===== config.mk =====
export PLATFORM = sky130hd
export DESIGN_NAME = pc_sequencer
export DESIGN_NICKNAME = d
export VERILOG_FILES = /design/src/rtl/pc_sequencer.sv
export SDC_FILE = /design/constraint.sdc
export NUM_CORES = 1
export LEC_CHECK = 0
export CAP_MARGIN = 5
export CORE_ASPECT_RATIO = 0.7
export CORE_MARGIN = 10
export CORE_UTILIZATION = 50
export DETAILED_ROUTE_END_ITERATION = 16
export GPL_TIMING_DRIVEN = 0
export PLACE_DENSITY = 0.71
export SYNTH_ARGS = -nofsm -noshare
export SYNTH_HDL_FRONTEND = slang
export SYNTH_SLANG_ARGS = --single-unit

===== constraint.sdc =====
create_clock -name clk -period 5.2 [get_ports clk]
set_clock_uncertainty 0.2 [all_clocks]
set_input_delay 1.56 -clock clk [delete_from_list [all_inputs] [get_ports clk]]
set_output_delay 1.56 -clock clk [all_outputs]
set_load 0.1 [all_outputs]

===== src/rtl/pc_sequencer.sv =====
// Fetch-stage PC register and next-PC select (increment/branch/jump/call/return) with start/halt/done control.
// One-cycle latency from controls to prog_ctr; stall freezes all state.
module pc_sequencer #(
  parameter int D         = 12,
  parameter int OFF_W     = 8,
  parameter int RAS_DEPTH = 4
) (
  input  logic         clk,
  input  logic         reset_n,
  input  logic         start,
  input  logic         stall,
  input  logic         branch_en,
  input  logic         jump_abs,
  input  logic         call_en,
  input  logic         ret_en,
  input  logic         halt,
  input  logic [D-1:0] target,
  output logic [D-1:0] prog_ctr,
  output logic         fetch_valid,
  output logic         done,
  output logic         ras_err
);

  localparam int IDX_W = $clog2(RAS_DEPTH);
  localparam int SP_W  = IDX_W + 1;
  localparam logic [SP_W-1:0] SP_FULL = SP_W'(RAS_DEPTH);

  typedef enum logic [1:0] {S_IDLE, S_RUN, S_HALTED} state_t;

  state_t          state;
  logic [SP_W-1:0] sp;
  logic [D-1:0]    ras [RAS_DEPTH];

  logic            active;
  logic            ras_empty;
  logic            ras_full;
  logic            do_push;
  logic [IDX_W-1:0] push_idx;
  logic [IDX_W-1:0] top_idx;
  logic [D-1:0]    pc_inc;
  logic [D-1:0]    pc_rel;

  assign active    = (state == S_RUN) && !stall;
  assign ras_empty = (sp == '0);
  assign ras_full  = (sp == SP_FULL);
  assign push_idx  = sp[IDX_W-1:0];
  assign top_idx   = sp[IDX_W-1:0] - 1'b1;
  assign pc_inc    = prog_ctr + 1'b1;
  assign pc_rel    = prog_ctr + {{(D-OFF_W){target[OFF_W-1]}}, target[OFF_W-1:0]};
  // A simultaneous ret wins over call, so no push happens in that case.
  assign do_push   = active && !halt && !ret_en && call_en && !ras_full;

  always_ff @(posedge clk) begin
    if (do_push) ras[push_idx] <= pc_inc;
  end

  always_ff @(posedge clk or negedge reset_n) begin
    if (!reset_n) begin
      state       <= S_IDLE;
      prog_ctr    <= '0;
      fetch_valid <= 1'b0;
      done        <= 1'b0;
      ras_err     <= 1'b0;
      sp          <= '0;
    end else if (!stall) begin
      case (state)
        S_IDLE, S_HALTED: begin
          if (start) begin
            state       <= S_RUN;
            prog_ctr    <= '0;
            fetch_valid <= 1'b1;
            done        <= 1'b0;
            ras_err     <= 1'b0;
            sp          <= '0;
          end
        end
        S_RUN: begin
          if (halt) begin
            state       <= S_HALTED;
            fetch_valid <= 1'b0;
            done        <= 1'b1;
          end else if (ret_en) begin
            if (ras_empty) begin
              ras_err  <= 1'b1;
              prog_ctr <= pc_inc;
            end else begin
              prog_ctr <= ras[top_idx];
              sp       <= sp - 1'b1;
            end
          end else if (call_en) begin
            if (ras_full) ras_err <= 1'b1;
            else          sp      <= sp + 1'b1;
            prog_ctr <= target;
          end else if (jump_abs) begin
            prog_ctr <= target;
          end else if (branch_en) begin
            prog_ctr <= pc_rel;
          end else begin
            prog_ctr <= pc_inc;
          end
        end
        default: begin
          state       <= S_IDLE;
          prog_ctr    <= '0;
          fetch_valid <= 1'b0;
          done        <= 1'b0;
        end
      endcase
    end
  end

endmodule

==> results of run 1 <==
cells by family (layout without fill, tap and decap cells):
logic type               after synthesis  in the layout  synth area share [%]
XOR/XNOR                              18             18                  4.01
AO/OA/AOI/OAI                         99             99                  16.8
flip-flops                            67             67                  48.7
AND/OR/NAND/NOR                      113            113                  13.7
buffers and inverters                 30             81                  2.96
multiplexers                          15             15                  7.66
adder cells (fa/ha/maj)               18             18                  6.10
registers in the layout, summed over array words and instances (netlist names):
register	flops
ras	48
ras_err	1
prog_ctr	12
sp	3
state	2
fetch_valid	1
worst paths after layout:
check / to / depth (start not counted) / slack (ps) / from
max: ras[2][11] / 5 / 1100 / halt
min: ras_err / 1 / 320 / ras_err
max in group asynchronous: prog_ctr[2] / 1 / 2690 / reset_n
min reg2reg: ras_err / 1 / 320 / ras_err
min in group asynchronous: ras_err / 1 / 1540 / reset_n
max reg2reg: prog_ctr[5] / 10 / 1890 / sp[0]
synthesized netlist by cell type (all sizes together) (3+ instances only):
cell     n
o21a     3
o21ai   27
inv     12
nand4    5
a22o     4
nor2b    3
o211ai   3
nand3    9
a32oi    3
a221oi   3
xnor2   11
dfrtp   19
nor2    20
nand2b   3
a21o     5
buf      5
ha      16
mux4    12
and2     6
xor2     7
nor4     3
or3      3
clkbuf  13
a31oi    3
edfxtp  48
a21oi   22
nand2   47
nor3     3
a211oi   8
worst max-delay path: stages:
cell and delay, ps:
sky130_fd_sc_hd__clkdlybuf4s50_1 490, sky130_fd_sc_hd__nor4b_1 390, sky130_fd_sc_hd__nor2b_1 530, sky130_fd_sc_hd__and3_1 290, sky130_fd_sc_hd__and2_1 590
metrics by stage:
step	hold slack, ps	total power [W]	setup WS (ps)	util, %
after floorplan	331	0.00148	1550	-
after global placement	289	0.00173	792	58.9
after CTS	335	0.00238	1130	63.1
after global routing	346	0.00250	926	63.1
final	322	0.00238	1100	63.1
after detailed placement	322	0.00175	785	58.9
layout make-up:
type	count	area, um^2
buffer	18	71.3
clock buffer	9	225
clock inverter	7	83.8
fill	625	2760
inverter	12	45.0
multi-input combinational	263	1900
sequential	67	1920
tap	98	123
timing repair buffer	35	350
layer usage:
metal / share of wire, % / up-vias / GRT usage [%]
met5: 0 / - / 0
met4: 1.2 / 0 / 5.20
met3: 8.0 / 11 / 5.47
met2: 43 / 128 / 25.6
met1: 48 / 1543 / 24.8
li1: - / 1460 / -
power by group through the flow:
stage | sequential [W] | combinational, W | clock (W)
CTS | 0.000721 | 0.00102 | 0.000632
finish | 0.000723 | 0.00103 | 0.000630
global placement | 0.000730 | 0.00100 | 0
floorplan | 0.000948 | 0.000531 | 0
detailed placement | 0.000732 | 0.00102 | 0
global route | 0.000731 | 0.00111 | 0.000656
==> run summary, run 1 <==
At the worst endpoint, the required time is 4970 ps. The internal power is 0.00137 W. The run gives 0 as the max-slew violation count. Post-CTS repair changed the size of 0 cells. The number of placement rows was 26; the via count of the first global-routing pass was 3,010.

Leaving out filler cells and counting taps, the final layout contains 509. The worst setup path is captured at a flip-flop. Setup repair after global routing left no endpoint under its margin.

The worst hold path belongs to the class flip-flop to flip-flop. The placed instances occupy a cell area of 4410 um^2. In this run the power density over the cells is 504 nW/um^2. The antenna violation net count after detailed routing was 0; the largest fanout on the critical path was 12. Counting tap cells, the placed design contains a total of 493 instances.

After layout, the worst path uses 78.8% of the clock period. The DRC violation count after routing came out at 0. The region available for standard cell placement spans 7480 um^2. After routing, the total negative slack on setup checks comes to 0 ps. In this run the static leakage power is 1.74 nW.

Post-synth net total: 399. The buffers inserted during post-CTS setup optimization is 0. Measured along the x axis, the die boundary spans 126 um. The H-tree generated during clock tree synthesis spans 3 levels.

The Yosys step of the flow raised 0 warnings. The synthesized design contains 67 register bits. The latest clock arrival within the worst-skew pair was 340 ps.

Summed over all nets, the half-perimeter wirelength after detailed placement is 7660 um. The die covers 11,900 um^2. The cell sitting at the root of the clock tree is a sky130_fd_sc_hd__clkbuf_16. Most common cell after layout, fill and taps aside: sky130_fd_sc_hd__edfxtp_1. The layout-stage area growth over the synthesis result was 19.9%; the total routed wirelength was 10,300 um. In the layout the commonest cells are 48 x sky130_fd_sc_hd__edfxtp_1, 47 x sky130_fd_sc_hd__nand2_1, 35 x sky130_fd_sc_hd__clkdlybuf4s50_1. TritonCTS created 9 clock buffers. The count of buffers added on input and output ports is 35. The tool flagged a number of max-cap violations equal to 0. The tools report the number of clock sinks as 67.

Synthesis handed over a netlist of 360 instances. The detailed router's first-iteration violation count came out at 290. The number of flops mapped to enable cells by yosys was 48. TritonCTS built the clock tree. After detailed routing, the average wire length per cell comes to 20.2 um. The mean instance size in the synthesized netlist came out at 10.9 um^2. The power spent charging and discharging nets was 0.00100 W; the number of inserted diodes was 0. The flow ran to the end, and the final reports show no timing, DRC or antenna violations. Derived from the worst setup path, the maximum achievable clock frequency is 0.244 GHz. The critical path is of the input port to flip-flop type. The category of the worst setup path launch point is an input port. After global routing the overflow that remains totals 0. For this run, asynchronously set or reset flops after synthesis account for 28.4%.

Per report_power, the combinational group accounts for 43.1% of the total. The initial utilization of the core area, before any placement, comes to 52.6%. Summing all non-filler instances in the final layout gives an area of 4720 um^2.

The share of total power consumed by net switching was 42.2%; the clock-pin slew on the worst setup and hold paths was 60 ps. The vertical die dimension works out to 94.2 um. At the pin with the least slew margin, the transition time is 982 ps. No sink is reached through more buffers than the 2 on the longest clock path.

The data arrival time of the critical path was 3870 ps; the final count of negative-setup-slack endpoints was 0. The run gives 16,600 um as the global-route wire length before repair. The number of vias in the routed layout came out at 3,142. The initial antenna violation count is 0.

The proportion of layout cells with a drive suffix above 1 is 8.76%, and the iteration count of the initial detailed-routing pass is 5. The aggregate global-route resource usage is 17.7%, and the count of pins on the block boundary is 36. The fraction of power consumed by the clock network is 26.5%. Sorting the synthesized cells by area gives the leading types as sky130_fd_sc_hd__edfxtp_1 37%, sky130_fd_sc_hd__dfrtp_1 12%, sky130_fd_sc_hd__mux4_2 6.9%.

Sequential cells burn 30.4% of the power. The mapped netlist covers 3940 um^2. Sequential cells were found to cover 48.7% of the synthesized design area.

The most used flip-flop cell after synthesis is sky130_fd_sc_hd__edfxtp_1. The number of buffers added to fix hold violations after cts was 0; the number of nets in the layout was 445. In this run the biggest area consumer among cell types represents 36.6% of the synthesized area.

At the end of routability-driven placement, the weighted congestion stood at 0.873. Entering global routing, the biggest net connects 20 pins. The final hold violation count was 0. The final critical path time including I/O delays and setup is 4100 ps. VDD sags by at most 0.331 mV.

The largest area contributor in the synthesized netlist is sky130_fd_sc_hd__edfxtp_1. Dividing the detail-routed via count by the number of cells gives 6.17. The run gives 55 as the count of distinct cell types in the synthesized netlist. The tools report the relative max-transition margin as 34.3%.
Power figures use the tool's default switching activity.
==> inputs of run 2 (changes only) <==
--- a/config.mk
+++ b/config.mk
@@ -11,7 +11,7 @@
 export CORE_UTILIZATION = 50
 export DETAILED_ROUTE_END_ITERATION = 16
 export GPL_TIMING_DRIVEN = 0
-export PLACE_DENSITY = 0.71
+export PLACE_DENSITY = 0.74
 export SYNTH_ARGS = -nofsm -noshare
 export SYNTH_HDL_FRONTEND = slang
 export SYNTH_SLANG_ARGS = --single-unit
==> constraint.sdc (replaced) <==
create_clock -name clk -period 3.7 [get_ports clk]
set_clock_uncertainty 0.2 [all_clocks]
set_input_delay 1.11 -clock clk [delete_from_list [all_inputs] [get_ports clk]]
set_output_delay 1.11 -clock clk [all_outputs]
set_load 0.1 [all_outputs]
==> run 2 against run 1 <==
Total power increased by 43%. Largest power group unchanged. Count of clock-buffer cells in the layout increased by 1. Highest routed layer unchanged. Critical path type unchanged. Largest cell class is now multi-input gates. Critical endpoint is now ras[0][3]. Die area unchanged.
==> run summary, run 2 (same netlist as run 1, synthesis figures left out) <==
Number of inserted diodes: 0 (unchanged). The worst path in the final design needs a cycle of 3480 ps, including I/O delays and setup. The fill cell instance count of the final layout was 608 (-2.7%). The cell type of the slowest stage on the worst timing path was sky130_fd_sc_hd__and2_1. The pin count of the biggest net entering global routing came out at 20 (unchanged). The per-cell routed wire length works out to 20.7 um (+2.3%). The required time at the endpoint of the critical path is 3470 ps (-1500 ps). Relative to the synthesized area, the layout overhead comes to 20.5%.

The run gives 0 (unchanged) as the max-slew violation count. In this run the worst hold path is classified as flip-flop to flip-flop. Number of port buffers: 35 (unchanged).

The largest fanout on the critical path came out at 12 (unchanged). The detailed router's first-iteration violation count is 306 (+5.5%). The worst-margin pin slew works out to 986 ps (+3.49 ps). CTS placed an instance of sky130_fd_sc_hd__clkbuf_16 at the clock tree root.

The global-route track usage on met2 was 27.2% (+1.5 points). The worst setup timing slack at the placement stage was -314 ps (-1100 ps); the minimum setup slack in the final design was 215 ps (-887 ps). The delay contributed by the slowest stage of the critical path was 570 ps (-20 ps).

The number of cells on the worst hold path is 1 (unchanged). The worst setup path is launched from an input port. The tools report the number of vias in the routed layout as 3,255 (+3.6%).

The tools report the antenna violation net count after detailed routing as 0 (unchanged). The clock-pin slew on the worst setup and hold paths works out to 50 ps (about the same). The sort of element at the end of the critical path was a flip-flop. The global routing met1 resource utilization came out at 24.8% (about the same). The logs give 493 (unchanged) for the number of placed cells counting well taps and 34.1% (-0.23 points) for the relative max-transition margin. The number of placement rows was 26 (unchanged); the total routed wirelength was 10,500 um (+2.3%). The logs give 18.4% (+0.65 points) for the aggregate global-route resource usage and 340 ps (about the same) for the latest clock arrival within the worst-skew pair. Leaving out fill and tap cells, the most frequent cell in the layout is sky130_fd_sc_hd__edfxtp_1. The final count of negative-setup-slack endpoints was 0 (unchanged).

Starting utilization of the core area: 52.6% (unchanged). The power per cell area was 717 nW/um^2 (+42%); the final global-route overflow total was 0 (unchanged). The run gives 0.885 (+1.3%) as the weighted congestion reported at the end of routability-driven placement.

The logs give 63.4% (+0.32 points) for the share of the core filled with cells in the final layout and 6.32% (+0.85 points) for the met3 usage. The data arrival time of the critical path was 3260 ps (-610 ps); the via count of the first global-routing pass was 3,252 (+8.0%). Part of the cycle the worst path needs: 94.2%.

The largest registers in the layout are ras (48), prog_ctr (12), sp (3). The area of the placeable core was 7480 um^2 (unchanged). TritonCTS built the clock tree. The run gives 509 (unchanged) as the non-filler instance count after layout. The via count normalized by instance count is 6.39 (+3.6%), and the largest vdd supply drop is 0.580 mV (+75%). The die extent in x was 126 um (unchanged). The number of H-tree levels came out at 3 (unchanged). The worst reg2reg path depth came out at 10 (unchanged). The proportion of layout cells with a drive suffix above 1 was 9.49% (+0.73 points). By startpoint and endpoint, the worst setup path is classified as input port to flip-flop.

The vertical die dimension came out at 94.2 um (unchanged). The run finished with clean final reports. Flip-flop count of the largest register after layout: 48 (unchanged). For the iteration count of the initial detailed-routing pass, the log shows 5 (unchanged). The layer flagged by global routing as most heavily used is met2. In the layout the commonest cells are 48 x sky130_fd_sc_hd__edfxtp_1, 47 x sky130_fd_sc_hd__nand2_1, 35 x sky130_fd_sc_hd__clkdlybuf4s50_1. The run gives 67 (unchanged) as the number of clock sinks. Setup repair after global routing left no endpoint under its margin.

The count of pins on the block boundary came out at 36 (unchanged). The reported leakage power was 1.76 nW (+0.98%); the largest buffer count on any clock path was 2 (unchanged). Derived from the worst setup path, the maximum achievable clock frequency is 0.287 GHz.

The logs give 17,300 um (+4.6%) for the global-route wire length before repair and 9 (unchanged) for the clock buffer count from CTS. The final hold violation count is 0 (unchanged). For the area of the die, the log shows 11,900 um^2 (unchanged). The HPWL after detailed placement was 7720 um (+0.74%); the number of maximum-capacitance constraint violations was 0 (unchanged). The number of nets in the layout was 445 (unchanged); the initial antenna violation count was 0 (unchanged). The register with the most flip-flops in the final layout is ras. The DRC violation count after routing was 0 (unchanged). The critical path goes through clkdlybuf4s50_1, nor4b_1, nor2b_2, and3_1, and2_1. The tools report the number of buffers added to fix hold violations after cts as 0 (unchanged).
-- run 2: changes by cell type in the layout (fill, tap and decap cells not counted), sizes merged --
cell,change
inv,-3
clkinvlp,-1
bufinv,+1
clkbuf,+1
clkinv,+2
-- run 2: worst max-delay path, delay by kind of cell --
kind          cells  cell delay (ps)
simple gates      4             1630
buf+inv           1              500
-- run 2: timing repair --
action	4_1_cts	5_1_grt
setup buffers	0	0
gates resized for setup	0	4
endpoints found under the hold margin	0	0
setup endpoints to repair	0	50
-- run 2: final cells by class --
class | count | area [um^2] | share of cell area, %
buffer | 18 | 71.3 | 1.50
multi-input combinational | 263 | 1920 | 40.5
inverter | 12 | 45.0 | 0.950
clock buffer | 10 | 229 | 4.83
clock inverter | 6 | 87.6 | 1.85
tap | 98 | 123 | 2.59
timing repair buffer | 35 | 350 | 7.39
sequential | 67 | 1920 | 40.4
-- run 2: worst paths after layout --
| path | start | to | slack [ps] |
|---|---|---|---|
| worst max-delay path | halt | ras[0][3] | 220 |
| worst min-delay path | ras_err | ras_err | 310 |
| worst max register to register | sp[0] | prog_ctr[0] | 420 |
| worst min register to register | ras_err | ras_err | 310 |
| max in group asynchronous | reset_n | prog_ctr[10] | 1600 |
| min in group asynchronous | reset_n | sp[1] | 1110 |
-- run 2: layer usage --
metal  part of all wire (%)  vias up  wire, um
met5                      0        -         0
met4                    1.3        0       136
met3                    9.2       23       967
met2                     44      181      4620
met1                     46     1586      4800
li1                       -     1465         -
-- run 2: report_power, final --
| part | internal, W | switching (W) | leakage (nW) |
|---|---|---|---|
| combinational | 0.000486 | 0.000981 | 0.907 |
| sequential | 0.000914 | 0.000101 | 0.693 |
| clock | 0.000591 | 0.000329 | 0.157 |
-- run 2: per-stage QoR --
| stage | instance area, um^2 | power [W] | TNS (ps) | hold slack, ps |
|---|---|---|---|---|
| 2_1_floorplan | 3940 | 0.00208 | 0 | 331 |
| 3_3_place_gp | 4410 | 0.00243 | -11310 | 291 |
| 3_5_place_dp | 4410 | 0.00246 | -14230 | 294 |
| 4_1_cts | 4730 | 0.00339 | 0 | 306 |
| 5_1_grt | 4740 | 0.00357 | 0 | 337 |
| 6_report | 4740 | 0.00340 | 0 | 306 |
